$ cat src/rtl/mix_columns_engine.sv
// AES MixColumns / InvMixColumns engine: one 128-bit state per transaction, COLS_PER_CYCLE columns per clock.
// Latency: result valid 4/COLS_PER_CYCLE cycles after accept; one block per 4/COLS_PER_CYCLE+1 cycles sustained.
// Backpressure: result held in DONE until out_ready; a new block is accepted in the same cycle the result leaves.
//
// Ports:
//   clk, rst (async, active-low)
//   in_valid/in_ready/in_data/in_inverse   : upstream block handshake, mode sampled with the data
//   out_valid/out_ready/out_data/out_inverse: registered result handshake, mode echoed with the result
//   busy                                   : engine is not idle
module mix_columns_engine #(
  parameter int COLS_PER_CYCLE = 1,
  parameter bit INV_EN         = 1'b1
) (
  input  logic         clk,
  input  logic         rst,
  input  logic         in_valid,
  output logic         in_ready,
  input  logic [127:0] in_data,
  input  logic         in_inverse,
  output logic         out_valid,
  input  logic         out_ready,
  output logic [127:0] out_data,
  output logic         out_inverse,
  output logic         busy
);

  generate
    if (!(COLS_PER_CYCLE == 1 || COLS_PER_CYCLE == 2 || COLS_PER_CYCLE == 4)) begin : g_bad_cpc
      $error("mix_columns_engine: COLS_PER_CYCLE must be 1, 2 or 4");
    end
  endgenerate

  // Column index of the final group; col_idx only ever takes multiples of COLS_PER_CYCLE.
  localparam logic [1:0] LAST_COL = 2'(4 - COLS_PER_CYCLE);
  localparam logic [1:0] COL_STEP = 2'(COLS_PER_CYCLE);

  typedef enum logic [1:0] {IDLE, PROC, DONE} state_t;

  state_t       state;
  logic [1:0]   col_idx;
  logic [127:0] work;
  logic [127:0] result;
  logic [127:0] next_result;
  logic         mode_inv;
  int           col_sel;

  function automatic logic [7:0] xtime(input logic [7:0] b);
    return {b[6:0], 1'b0} ^ (b[7] ? 8'h1b : 8'h00);
  endfunction

  // One column through the forward or inverse matrix; multiples come from chained xtime.
  function automatic logic [31:0] mix_col(input logic [31:0] col, input logic inv);
    logic [7:0] a  [4];
    logic [7:0] x2 [4];
    logic [7:0] x3 [4];
    logic [7:0] x4 [4];
    logic [7:0] x8 [4];
    logic [7:0] m9 [4];
    logic [7:0] mb [4];
    logic [7:0] md [4];
    logic [7:0] me [4];
    logic [31:0] o;
    for (int i = 0; i < 4; i++) begin
      a[i]  = col[31-8*i -: 8];
      x2[i] = xtime(a[i]);
      x3[i] = x2[i] ^ a[i];
      x4[i] = xtime(x2[i]);
      x8[i] = xtime(x4[i]);
      m9[i] = x8[i] ^ a[i];
      mb[i] = x8[i] ^ x2[i] ^ a[i];
      md[i] = x8[i] ^ x4[i] ^ a[i];
      me[i] = x8[i] ^ x4[i] ^ x2[i];
    end
    if (inv) begin
      o[31:24] = me[0] ^ mb[1] ^ md[2] ^ m9[3];
      o[23:16] = m9[0] ^ me[1] ^ mb[2] ^ md[3];
      o[15:8]  = md[0] ^ m9[1] ^ me[2] ^ mb[3];
      o[7:0]   = mb[0] ^ md[1] ^ m9[2] ^ me[3];
    end else begin
      o[31:24] = x2[0] ^ x3[1] ^ a[2]  ^ a[3];
      o[23:16] = a[0]  ^ x2[1] ^ x3[2] ^ a[3];
      o[15:8]  = a[0]  ^ a[1]  ^ x2[2] ^ x3[3];
      o[7:0]   = x3[0] ^ a[1]  ^ a[2]  ^ x2[3];
    end
    return o;
  endfunction

  // Transform the current column group; other columns of the result keep their value.
  always_comb begin
    next_result = result;
    col_sel     = 0;
    for (int g = 0; g < COLS_PER_CYCLE; g++) begin
      col_sel = int'(col_idx) + g;
      next_result[127-32*col_sel -: 32] = mix_col(work[127-32*col_sel -: 32], mode_inv);
    end
  end

  always_ff @(posedge clk or negedge rst) begin
    if (!rst) begin
      state       <= IDLE;
      col_idx     <= '0;
      work        <= '0;
      result      <= '0;
      mode_inv    <= 1'b0;
      out_valid   <= 1'b0;
      out_inverse <= 1'b0;
    end else begin
      case (state)
        IDLE: begin
          if (in_valid) begin
            work     <= in_data;
            mode_inv <= INV_EN && in_inverse;
            col_idx  <= '0;
            state    <= PROC;
          end
        end
        PROC: begin
          result <= next_result;
          if (col_idx == LAST_COL) begin
            col_idx     <= '0;
            out_valid   <= 1'b1;
            out_inverse <= mode_inv;
            state       <= DONE;
          end else begin
            col_idx <= col_idx + COL_STEP;
          end
        end
        DONE: begin
          if (out_ready) begin
            out_valid <= 1'b0;
            if (in_valid) begin
              // Result leaves and the next block enters on the same edge.
              work     <= in_data;
              mode_inv <= INV_EN && in_inverse;
              col_idx  <= '0;
              state    <= PROC;
            end else begin
              state <= IDLE;
            end
          end
        end
        default: state <= IDLE;
      endcase
    end
  end

  assign in_ready = (state == IDLE) || ((state == DONE) && out_ready);
  assign busy     = (state != IDLE);
  assign out_data = result;

endmodule

$ cat config.mk
export PLATFORM = sky130hd
export DESIGN_NAME = mix_columns_engine
export DESIGN_NICKNAME = d
export VERILOG_FILES = /design/src/rtl/mix_columns_engine.sv
export SDC_FILE = /design/constraint.sdc
export NUM_CORES = 1
export LEC_CHECK = 0
export BUFFER_PORTS_ARGS = -buffer_cell sky130_fd_sc_hd__buf_4
export CAP_MARGIN = 20
export CORE_MARGIN = 2
export CORE_UTILIZATION = 40
export CTS_CLUSTER_DIAMETER = 80
export CTS_CLUSTER_SIZE = 16
export DETAILED_ROUTE_END_ITERATION = 10
export PLACE_DENSITY = 0.72
export RECOVER_POWER = 50
export SLEW_MARGIN = 20
export SYNTH_ARGS = -nofsm -noshare
export SYNTH_HDL_FRONTEND = slang
export SYNTH_SLANG_ARGS = --single-unit
$ cat constraint.sdc
create_clock -name clk -period 3.5 [get_ports clk]
set_input_delay 0.175 -clock clk [delete_from_list [all_inputs] [get_ports clk]]
set_output_delay 0.175 -clock clk [all_outputs]
set_load 0.05 [all_outputs]
=== Word level (Yosys, flattened, before mapping) ===
Cells that the tools add are included.

* Flip-flop bits (word level): 263
* Input port bits: 133
* Output and inout port bits: 132
* Logic and storage cells: 127

* Add/subtract/negate cells: 3
* Equality and inequality tests: 6
* Shift operators: 3
* Multiplexer cells: 32
* Bitwise operators: 64
* Reductions and logical operators: 12

{| class="wikitable"
|+ Operators with widths
! kind !! number
|-
| XOR 8 bit || 52
|-
| 2-to-1 mux 128 bit || 2
|-
| case mux 128 bit (2 select lines) || 1
|-
| variable shift 32 x 33 -> 159 bit (first input constant) || 1
|-
| variable part select 159 x 8 -> 32 bit || 1
|-
| variable part select 32 x 33 -> 159 bit || 1
|-
| bitwise mux 128 bit || 1
|-
| XOR 8 x 5 -> 8 bit || 12
|-
| 2-to-1 mux 5 bit || 12
|-
| negator 8 -> 33 bit || 1
|-
| 2-to-1 mux 32 bit || 1
|-
| 2-to-1 mux 2 bit || 6
|-
| case mux 2 bit (3 select lines) || 2
|-
| subtractor 7 x 7 -> 8 bit (first input constant) || 1
|-
| inequality test 2 bit (second input constant) || 3
|-
| AND reduction 2 bit || 3
|-
| AND reduction 3 bit || 2
|-
| nonzero test 2 bit || 3
|-
| 2-to-1 mux 1 bit || 5
|-
| == test 2 bit (second input constant) || 2
|-
| case mux 1 bit (2 select lines) || 2
|-
| nonzero test 3 bit || 1
|-
| adder 2 x 1 -> 2 bit (second input constant) || 1
|-
| == test 2 x 1 -> 1 bit (second input constant) || 1
|-
| 3 further kinds || 3
|}

=== Depth between registers and ports, before layout ===
Gate-level depths: netlist (run 1).

* Depth in word-level cells: 16
* Mapped depth: 10
* Mapped depth without buffers: 7

=== Least setup slack after synthesis (run 1) ===
OpenSTA, ideal clock, no wires.

* Kind: reg2reg
* From: reg col_idx[0]
* To: reg result[27] (netlist: out_data[27])
* Setup time: 128 ps
* Arrival: 2,937 ps
* Required time: 3,372 ps
* Setup slack: 435 ps
* Stages on the path, launching flop included: 11
* Buffers on the path: 3
* Period minus slack after synthesis: 3,065 ps
* Cells stage by stage: dfrtp_1 > buf_6 > buf_6 > mux4_2 > buf_4 > xor2_1 > xnor3_1 > xnor2_1 > xnor3_1 > mux2i_2 > o21ai_1

* Longest elaborated chain between the ends: 14
* Elaborated cells on any way between the ends: 83
* Classes of those cells: add/sub: 2; shift: 3; mux: 14; bitwise: 64

{| class="wikitable"
|+ Ends and longest elaborated chain
! element !! RTL line !! source
|-
| from (decl) || 40 || <nowiki>logic [1:0] col_idx;</nowiki>
|-
| from (signal assigned) || 125 || <nowiki>col_idx <= col_idx + COL_STEP;</nowiki>
|-
| subtractor 7 x 7 -> 8 bit (*) || 94 || <nowiki>next_result[127-32*col_sel -: 32] = mix_col(work[127-32*col_sel -: 32], mode_inv);</nowiki>
|-
| variable part select 159 x 8 -> 32 bit || 94 ||
|-
| XOR 8 x 5 -> 8 bit / 2-to-1 mux 5 bit (equally long branches) (2 in series) || 48 || <nowiki>return {b[6:0], 1'b0} ^ (b[7] ? 8'h1b : 8'h00);</nowiki>
|-
| 2-to-1 mux 5 bit / XOR 8 x 5 -> 8 bit (equally long branches) || 48 ||
|-
| XOR 8 x 5 -> 8 bit || 48 ||
|-
| XOR 8 bit, on equally long branches (2 in series) || 70, 71, 72 ||
|-
| XOR 8 bit, on equally long branches (3 in series) || -- ||
|-
| 2-to-1 mux 32 bit || 74 || <nowiki>if (inv) begin</nowiki>
|-
| variable part select 32 x 33 -> 159 bit || 94 ||
|-
| bitwise mux 128 bit (*) || 94 ||
|-
| to (signal assigned) || 118 || <nowiki>result <= next_result;</nowiki>
|-
| to (decl) || 42 || <nowiki>logic [127:0] result;</nowiki>
|}

Every way passes the cells marked *; elsewhere a longest branch is shown, timed or not.
A chain may end at the register's enable or synchronous reset.

=== Worst setup path after layout (run 1) ===
* From: reg col_idx[0]
* To: reg result[18] (netlist: out_data[18])

The elaborated chain is that of the path after synthesis.

==> results of run 1 <==
sequential cells by signal, summed over array words and instances, names as in the netlist:
name / cells
out_data: 128
state: 2
work: 128
out_inverse: 1
out_valid: 1
mode_inv: 1
col_idx: 2
layout make-up:
type	instances	area, sq um	share of cell area
Clock buffer	22	529	0.0306
Clock inverter	1	11.3	0.000650
Inverter	6	22.5	0.00130
Multi-Input combinational cell	675	6260	0.362
Sequential cell	263	6590	0.380
Tap cell	442	553	0.0319
Timing Repair Buffer	458	3350	0.194
cells in the mapped netlist:
master,instances
a21o_1,2
a21oi_1,12
a22o_1,38
a22oi_1,4
a32o_1,4
and2_1,1
and3_1,1
and3_4,2
buf_1,4
buf_2,10
buf_4,6
buf_6,4
clkbuf_1,41
clkinv_1,1
dfrtp_1,263
ha_1,4
inv_1,5
mux2_2,130
mux2i_1,2
mux2i_2,1
mux4_2,32
nand2_1,101
nand2b_1,2
nand3_1,9
nand3b_1,1
nand4_1,4
nor2_1,13
nor2b_1,2
nor3_1,4
o21ai_0,75
o21ai_1,5
o21bai_1,1
o31ai_1,12
or2_2,1
or4_1,4
xnor2_1,129
xnor2_2,14
xnor2_4,3
xnor3_1,20
xnor3_2,1
xor2_1,32
xor2_2,3
xor2_4,1
xor3_1,5
layer usage:
metal | GRT usage | vias up | routed length (microns)
li1 | - | 4339 | -
met1 | 0.306 | 4850 | 16600
met2 | 0.385 | 358 | 18700
met4 | 0.0419 | 0 | 695
met5 | 0 | - | 0
met3 | 0.0360 | 43 | 2860
worst max-delay path, delay by kind of cell (launching register included):
| kind | cells | cell delay [ns] |
|---|---|---|
| AOI/OAI and AO/OA | 2 | 0.65 |
| muxes | 1 | 0.68 |
| DFF | 1 | 0.43 |
| buffers and inverters | 1 | 0.21 |
| and+or+nand+nor | 1 | 0.07 |
| xor gates and xnor gates | 3 | 1.12 |
through the flow:
step / setup WS, ns / instance area, sq um
after floorplan: 0.435 / 13200
after global placement: 0.0637 / 15900
after detailed placement: 0.0161 / 15900
after CTS: 0.00863 / 17800
after global routing: 0.0191 / 17300
final: 0.167 / 17300
repair_timing:
| item | in CTS | in global routing |
|---|---|---|
| setup buffers | 2 | 2 |
| setup endpoints to repair | 5 | 51 |
| hold endpoints to repair | 247 | 0 |
| gates cloned | 0 | 0 |
| pin swaps | 0 | 0 |
| hold buffers | 131 | 0 |
| gates resized for setup | 1 | 1 |
worst paths after layout:
| kind | slack [ns] | end | depth (start not counted) | startpoint |
|---|---|---|---|---|
| max in group asynchronous | 0.68 | work[77] | 3 | rst |
| worst min-delay path | 0.12 | col_idx[0] | 3 | in_valid |
| worst max-delay path | 0.17 | out_data[18] | 8 | col_idx[0] |
| min in group asynchronous | 1.13 | out_data[1] | 2 | rst |
| worst min register to register | 0.48 | out_data[55] | 2 | out_data[55] |
| worst max register to register | 0.17 | out_data[18] | 8 | col_idx[0] |
cells by family (layout without fill, tap and decap cells):
logic type,count (synthesis),count (layout),share of synthesized area
flops,263,263,0.500
fa+ha+maj,4,4,0.00380
mux,165,165,0.168
compound gates,153,153,0.0741
simple gates,145,145,0.0472
xor+xnor,208,208,0.181
buf+inv,71,487,0.0252
==> qor.txt, run 1 <==
Vias/cell = 5.14
Die Y = 185 microns
final net count = 1,561
initial antenna violation count = 0
Avg Inst Size Synth = 13.1 sq um
I/O pin cnt = 265
Req. time, crit path = 3.89 ns
worst-path cell chain = buf_12 -> mux4_2 -> xnor2_2 -> xnor3_1 -> xnor3_1 -> nand2_1 -> o21ai_0 -> a22o_1
Max FO, Critical Path = 20
Area growth syn-to-layout = 31.5%
area of the core = 32,500 sq um
Clock Tree Buf Depth = 3
most frequent cell on the critical path = xnor3_1
leading cell type in the layout, fill and taps excluded = dfrtp_1
failing checks = capacitance limit, slew limit
vias in the first global route = 10,065
CTS tree = built
maxcap violations = 1
Critical Path Start Type = flip-flop
Critical Path End Type = flip-flop
ratio of cells with drive above 1 in the final layout = 0.288
total grt overflow = 0
GR Util All Layers = 0.226
DRT iter0 DRCs = 597
largest net degree at the start of global routing = 120
status = finished with violations
first-pass GRT wire length = 58.9 mm
CP Class = reg -> reg
Final Wtd Congestion = 0.896
post-synthesis sequential area ratio = 0.500
Final Max Tran Viols = 118
Skew-Pair Late Insertion Delay = 0.52 ns
number of H-tree levels = 1
final setup fails = 0
Initial Util = 0.406
WL per Instance = 20.8 microns
commonest non-fill, non-tap cells in the layout = dfrtp_1, buf_4, clkbuf_1, dlygate4sd3_1, mux2_2
Root Buffer = clkbuf_16
TritonRoute pass-1 iters = 5
Setup TNS = 0 ns
type of the worst min-delay path = in -> reg
Placed Cells = 1,709
largest area contributor in the netlist = dfrtp_1
maximum clock rate = 0.300 GHz
WL final = 38.8 mm
Ys Warns = 0
CP max stage delay = 0.68 ns
Via Count = 9,590
Synth Instances = 1,009
Min Clock Period, post-route = 3.33 ns
Mapped Nets = 1,146
# diodes = 0
Hold Slack = 0.119 ns
PortBufs = 264
Tcrit/Tclk final = 0.952
Post-Syn Area = 13,200 sq um
hpwl dp = 27.5 mm
Post-DRT Antenna Nets = 0
RSZ-0062 raised after global routing = no
overall die area = 34,400 sq um
worst-margin pin slew = 2.73 ns
Critical Path AT = 3.72 ns
CTS buffer count = 20
Synth Register Bits = 263
clock sinks = 263
Fillers = 2,803
CP max-delay cell = mux4_2
Die Width = 185 microns
drt drc = 0
top cell type's share of synthesized area = 0.500
Slew Limit Headroom = -0.822
Reg clk slew, reported paths = 0.08 ns
final core occ = 0.534
Synth area leaders = dfrtp_1, mux2_2, xnor2_1
final hold violation count = 0
Final Skew = 0.0258 ns
Synth cell types = 44
row count = 66
fin cells = 1,867
Power of run 1 is not shown: default switching activity piles up to over one toggle a cycle in this logic, so the estimate is an artifact.
==> run 2: changes to the inputs <==
--- a/config.mk
+++ b/config.mk
@@ -5,6 +5,7 @@
 export SDC_FILE = /design/constraint.sdc
 export NUM_CORES = 1
 export LEC_CHECK = 0
+export ABC_AREA = 1
 export BUFFER_PORTS_ARGS = -buffer_cell sky130_fd_sc_hd__buf_4
 export CAP_MARGIN = 20
 export CORE_MARGIN = 2
@@ -12,7 +13,7 @@
 export CTS_CLUSTER_DIAMETER = 80
 export CTS_CLUSTER_SIZE = 16
 export DETAILED_ROUTE_END_ITERATION = 10
-export PLACE_DENSITY = 0.72
+export PLACE_DENSITY = 0.71
 export RECOVER_POWER = 50
 export SLEW_MARGIN = 20
 export SYNTH_ARGS = -nofsm -noshare
==> qor.txt, run 2 <==
final hold violation count = 0
first-pass GRT wire length = 93.6 mm
Root Buffer = clkbuf_16
CTS buffer count = 21
WL per Instance = 20.2 microns
worst-margin pin slew = 1.93 ns
Hold Slack = 0.303 ns
Area growth syn-to-layout = 25.4%
top cell type's share of synthesized area = 0.400
most frequent cell on the critical path = nand2_1
metal2 WL = 28.3 mm
Synth Area in Compound Gates = 0.0235
vias in the first global route = 15,670
post-synthesis sequential area ratio = 0.400
Ys Warns = 0
type of the worst min-delay path = in -> reg
Post-CTS Setup Inserts = 0
adder-cell share of the synthesized area = 0.00304
Die Y = 207 microns
total grt overflow = 0
Initial Util = 0.404
Critical Path End Type = flip-flop
post-synthesis mux area share = 0.0787
Min Clock Period, post-route = 3.26 ns
Post-DRT Antenna Nets = 0
Setup TNS = 0 ns
Final Wtd Congestion = 1.07
WL final = 61.7 mm
simple-gate share of the synthesized area = 0.334
maxcap violations = 1
CP Class = reg -> reg
Skew-Pair Late Insertion Delay = 0.53 ns
Synth Register Bits = 263
initial antenna violation count = 1
TritonRoute pass-1 iters = 8
Req. time, crit path = 3.90 ns
maximum clock rate = 0.307 GHz
overall die area = 42,800 sq um
Synth Instances = 2,118
status = finished with violations
area of the core = 40,700 sq um
Placed Cells = 2,891
EDFF count, synth = 0
leading cell type in the layout, fill and taps excluded = nand2_1
Reg clk slew, reported paths = 0.07 ns
clock sinks = 263
PortBufs = 264
Fillers = 3,918
Max FO, Critical Path = 45
final setup fails = 0
CP max-delay cell = dfrtp_4
Critical Path Start = col_idx[0]
Crit path max-delay family = simple AND/OR/NAND/NOR gates
Post-Syn Area = 16,500 sq um
Mapped Nets = 2,255
Vias/cell = 5.24
Die Width = 207 microns
count leader, synth = nand2_1
fin cells = 3,050
ratio of cells with drive above 1 in the final layout = 0.175
ys flop type = dfrtp_1
Final Max Tran Viols = 73
Synth async-reset ratio = 1.00
Via Count = 15,992
drt drc = 0
commonest non-fill, non-tap cells in the layout = nand2_1, dfrtp_1, nand3_1
GR Util All Layers = 0.288
M1 WL = 27.3 mm
number of H-tree levels = 1
hpwl dp = 45.2 mm
Tcrit/Tclk final = 0.931
final net count = 2,650
Worst R2R Start = col_idx[0]
main combinational cell family by area after synthesis = simple AND/OR/NAND/NOR gates
worst-path cell chain = clkinv_2 -> buf_12 -> nand2_1 -> nand3_1 -> nand2_2 -> buf_4 -> nand2_1 -> nand2_1 -> xor2_1 -> xnor2_1 -> nor2_1 -> o21ai_1 -> buf_4 -> inv_1 -> nand2_1 -> o21ai_0
commonest cells in the synthesized netlist = nand2_1, dfrtp_1, nand3_1
worst path buffer plus inverter count = 5
Synth area leaders = dfrtp_1, nand2_1, mux2_2
Avg Inst Size Synth = 7.77 sq um
Critical Path Start Type = flip-flop
max layer used = met4
largest net degree at the start of global routing = 106
met3 wire length = 4.16 mm
CTS tree = built
I/O pin cnt = 265
Synth cell types = 36
CP max stage delay = 0.50 ns
hold path start = in_valid
failing checks = capacitance limit, slew limit
largest area contributor in the netlist = dfrtp_1
Final Skew = 0.0187 ns
Slew Limit Headroom = -0.284
Clock Tree Buf Depth = 3
RSZ-0062 raised after global routing = no
post-synthesis xor/xnor area fraction = 0.112
Critical Path AT = 3.66 ns
DRT iter0 DRCs = 1,335
row count = 74
[run 2: cell count changes in the layout (fill, tap and decap cells not counted), moves of 33 or more]
cell,previous run,this run
inv_1,5,95
nand4_1,4,86
nor2_1,13,46
nand2_2,0,41
o21ai_0,75,23
xor2_1,32,108
a22o_1,38,0
xnor2_1,129,65
nand3_1,9,199
nand2_1,101,866
[run 2: cell families (layout without fill, tap and decap cells)]
kind of cell	Yosys count	after routing
AND/OR/NAND/NOR	1278	1278
other	0	1
XOR/XNOR	192	192
buffers and inverters	192	591
adder cells (fa/ha/maj)	4	4
multiplexers	115	115
flip-flops	263	263
AO/OA/AOI/OAI	74	74
[run 2: final timing paths]
kind / to / slack [ns] / cells after the start
setup reg to reg: out_data[111] / 0.24 / 16
hold reg to reg: out_data[119] / 0.48 / 2
hold / removal: state[0] / 0.30 / 3
setup / recovery: out_data[111] / 0.24 / 16
max in group asynchronous: out_data[50] / 0.60 / 3
min in group asynchronous: out_data[96] / 0.73 / 2
[run 2: per-stage QoR]
step / utilization / setup WS, ns / instance area (sq um)
after CTS: 0.519 / 0.272 / 21100
final: 0.506 / 0.243 / 20600
after global placement: 0.472 / 0.293 / 19200
after detailed placement: 0.472 / 0.288 / 19200
after floorplan: - / 0.901 / 16500
after global routing: 0.506 / 0.0482 / 20600
[run 2: cell type report]
type / instances / area, sq um / area share
Clock inverter: 3 / 27.5 / 0.00133
Inverter: 109 / 410 / 0.0199
Clock buffer: 24 / 547 / 0.0265
Timing Repair Buffer: 455 / 3310 / 0.161
Antenna cell: 1 / 2.50 / 0.000121
Tap cell: 532 / 666 / 0.0323
Sequential cell: 263 / 6590 / 0.319
Multi-Input combinational cell: 1663 / 9080 / 0.440
[run 2: worst reg2reg max path, cell delays in order, from the launching register on]
cell,delay (ns)
dfrtp_4,0.50
clkinv_2,0.08
buf_12,0.21
nand2_1,0.10
nand3_1,0.11
nand2_2,0.18
buf_4,0.24
nand2_1,0.07
nand2_1,0.22
xor2_1,0.23
xnor2_1,0.41
nor2_1,0.09
o21ai_1,0.32
buf_4,0.18
inv_1,0.04
nand2_1,0.07
o21ai_0,0.08
[run 2: metal layers]
layer / global-route usage / vias to the layer above
met1: 0.394 / 7655
li1: - / 7597
met5: 0 / -
met4: 0.0813 / 0
met3: 0.0374 / 94
met2: 0.479 / 646
[run 2: what timing repair did]
item / 4_1_cts / 5_1_grt
endpoints found under the setup margin: 0 / 4
endpoints found under the hold margin: 201 / 0
gates resized for setup: 0 / 1
hold buffers: 131 / 0
Power of run 2 is left out for the same reason.
==> run 3: changes to the inputs <==
==> constraint.sdc (replaced) <==
create_clock -name clk -period 3.9 [get_ports clk]
set_input_delay 0.195 -clock clk [delete_from_list [all_inputs] [get_ports clk]]
set_output_delay 0.195 -clock clk [all_outputs]
set_load 0.005 [all_outputs]
==> qor.txt, run 3 (synthesis gave the netlist of run 2 again) <==
row count = 74
Min Clock Period, post-route = 3.60 ns
Req. time, crit path = 4.32 ns
Critical Path Start Type = flip-flop
total grt overflow = 0
drt drc = 0
hpwl dp = 46.8 mm
CP Class = reg -> reg
Initial Util = 0.404
I/O pin cnt = 265
TritonRoute pass-1 iters = 5
overall die area = 42,800 sq um
area of the core = 40,700 sq um
first-pass GRT wire length = 95.8 mm
leading cell type in the layout, fill and taps excluded = nand2_1
Root Buffer = clkbuf_16
RSZ-0062 raised after global routing = no
M3 GR Usage = 0.0440
Vias/cell = 5.28
failing checks = capacitance limit, slew limit
CTS tree = built
maximum clock rate = 0.278 GHz
final hold violation count = 0
vias in the first global route = 15,671
largest net degree at the start of global routing = 113
number of H-tree levels = 1
Clock Tree Buf Depth = 3
met1 Use GR = 0.393
Final Max Tran Viols = 119
DRT iter0 DRCs = 1,021
met2 usage = 0.499
GR peak layer = met2
Skew-Pair Late Insertion Delay = 0.53 ns
Slew Limit Headroom = -0.374
# diodes = 0
maxcap violations = 2
final net count = 2,638
type of the worst min-delay path = in -> reg
Tcrit/Tclk final = 0.922
commonest non-fill, non-tap cells in the layout = nand2_1, dfrtp_1, nand3_1
ratio of cells with drive above 1 in the final layout = 0.202
clock sinks = 263
final setup fails = 0
status = finished with violations
Final Wtd Congestion = 1.02
WL per Instance = 20.9 microns
Reg clk slew, reported paths = 0.07 ns
Final Skew = 0.0162 ns
GR Util All Layers = 0.297
Setup TNS = 0 ns
Max FO, Critical Path = 34
PortBufs = 264
Critical Path End Type = flip-flop
Die Width = 207 microns
Via Count = 16,042
Post-CTS Setup Inserts = 0
Area growth syn-to-layout = 26.5%
Critical Path AT = 4.02 ns
worst-margin pin slew = 2.06 ns
WL final = 63.4 mm
Die Y = 207 microns
Post-DRT Antenna Nets = 0
initial antenna violation count = 0
CTS buffer count = 21
[run 3: area by class of cell]
class	count	area (sq um)
multi-input cells	1663	9080
well taps	532	666
fillers	3884	19900
clock buffers	23	533
inverters	109	410
flip-flops and latches	263	6590
clock inverters	4	41.3
repair buffers	443	3510
[run 3: what timing repair did]
item / CTS / global route
resized for setup: 0 / 0
hold buffers: 131 / 0
hold endpoints to repair: 240 / 0
[run 3: worst max-delay path, stage by stage, from the launching register on]
cell and delay (ns):
dfrtp_2 0.36, buf_4 0.37, buf_4 0.31, nand3_1 0.11
nand2_2 0.34, inv_1 0.32, nand2_1 0.16, nand2_1 0.26
nand2_1 0.21, nand2_1 0.08, nand2_1 0.08, nand3_1 0.16
nand3_1 0.14, nand3_1 0.30, nand4_1 0.19, nand2_1 0.06
[run 3: metrics by stage]
step | hold WS (ns) | cell area [sq um] | setup slack, ns | utilization | cells
2_1_floorplan | -0.101 | 16500 | 1.30 | - | 2118
3_3_place_gp | 0.309 | 19100 | 0.370 | 0.470 | 2879
3_5_place_dp | 0.318 | 19100 | 0.383 | 0.470 | 2879
4_1_cts | 0.111 | 21000 | 0.380 | 0.516 | 3037
5_1_grt | 0.131 | 20800 | 0.163 | 0.511 | 3037
6_report | 0.120 | 20800 | 0.302 | 0.511 | 3037
[run 3: path summary, 6_finish.rpt]
| check | from | end | slack (ns) | cells after the start |
|---|---|---|---|---|
| worst max register to register | col_idx[1] | out_data[100] | 0.30 | 15 |
| worst min register to register | out_data[55] | out_data[55] | 0.48 | 2 |
| max in group asynchronous | rst | out_data[116] | 1.09 | 3 |
| worst max-delay path | col_idx[1] | out_data[100] | 0.30 | 15 |
| min in group asynchronous | rst | out_data[97] | 0.29 | 2 |
| worst min-delay path | in_valid | col_idx[1] | 0.12 | 4 |
[run 3: routing by layer]
metal	up-vias	share of wire	routed length [microns]
met5	-	0	0
met4	0	0.035	2200
met3	105	0.066	4180
met2	611	0.47	29800
met1	7738	0.43	27200
li1	7588	-	-
Power of run 3 is left out for the same reason.
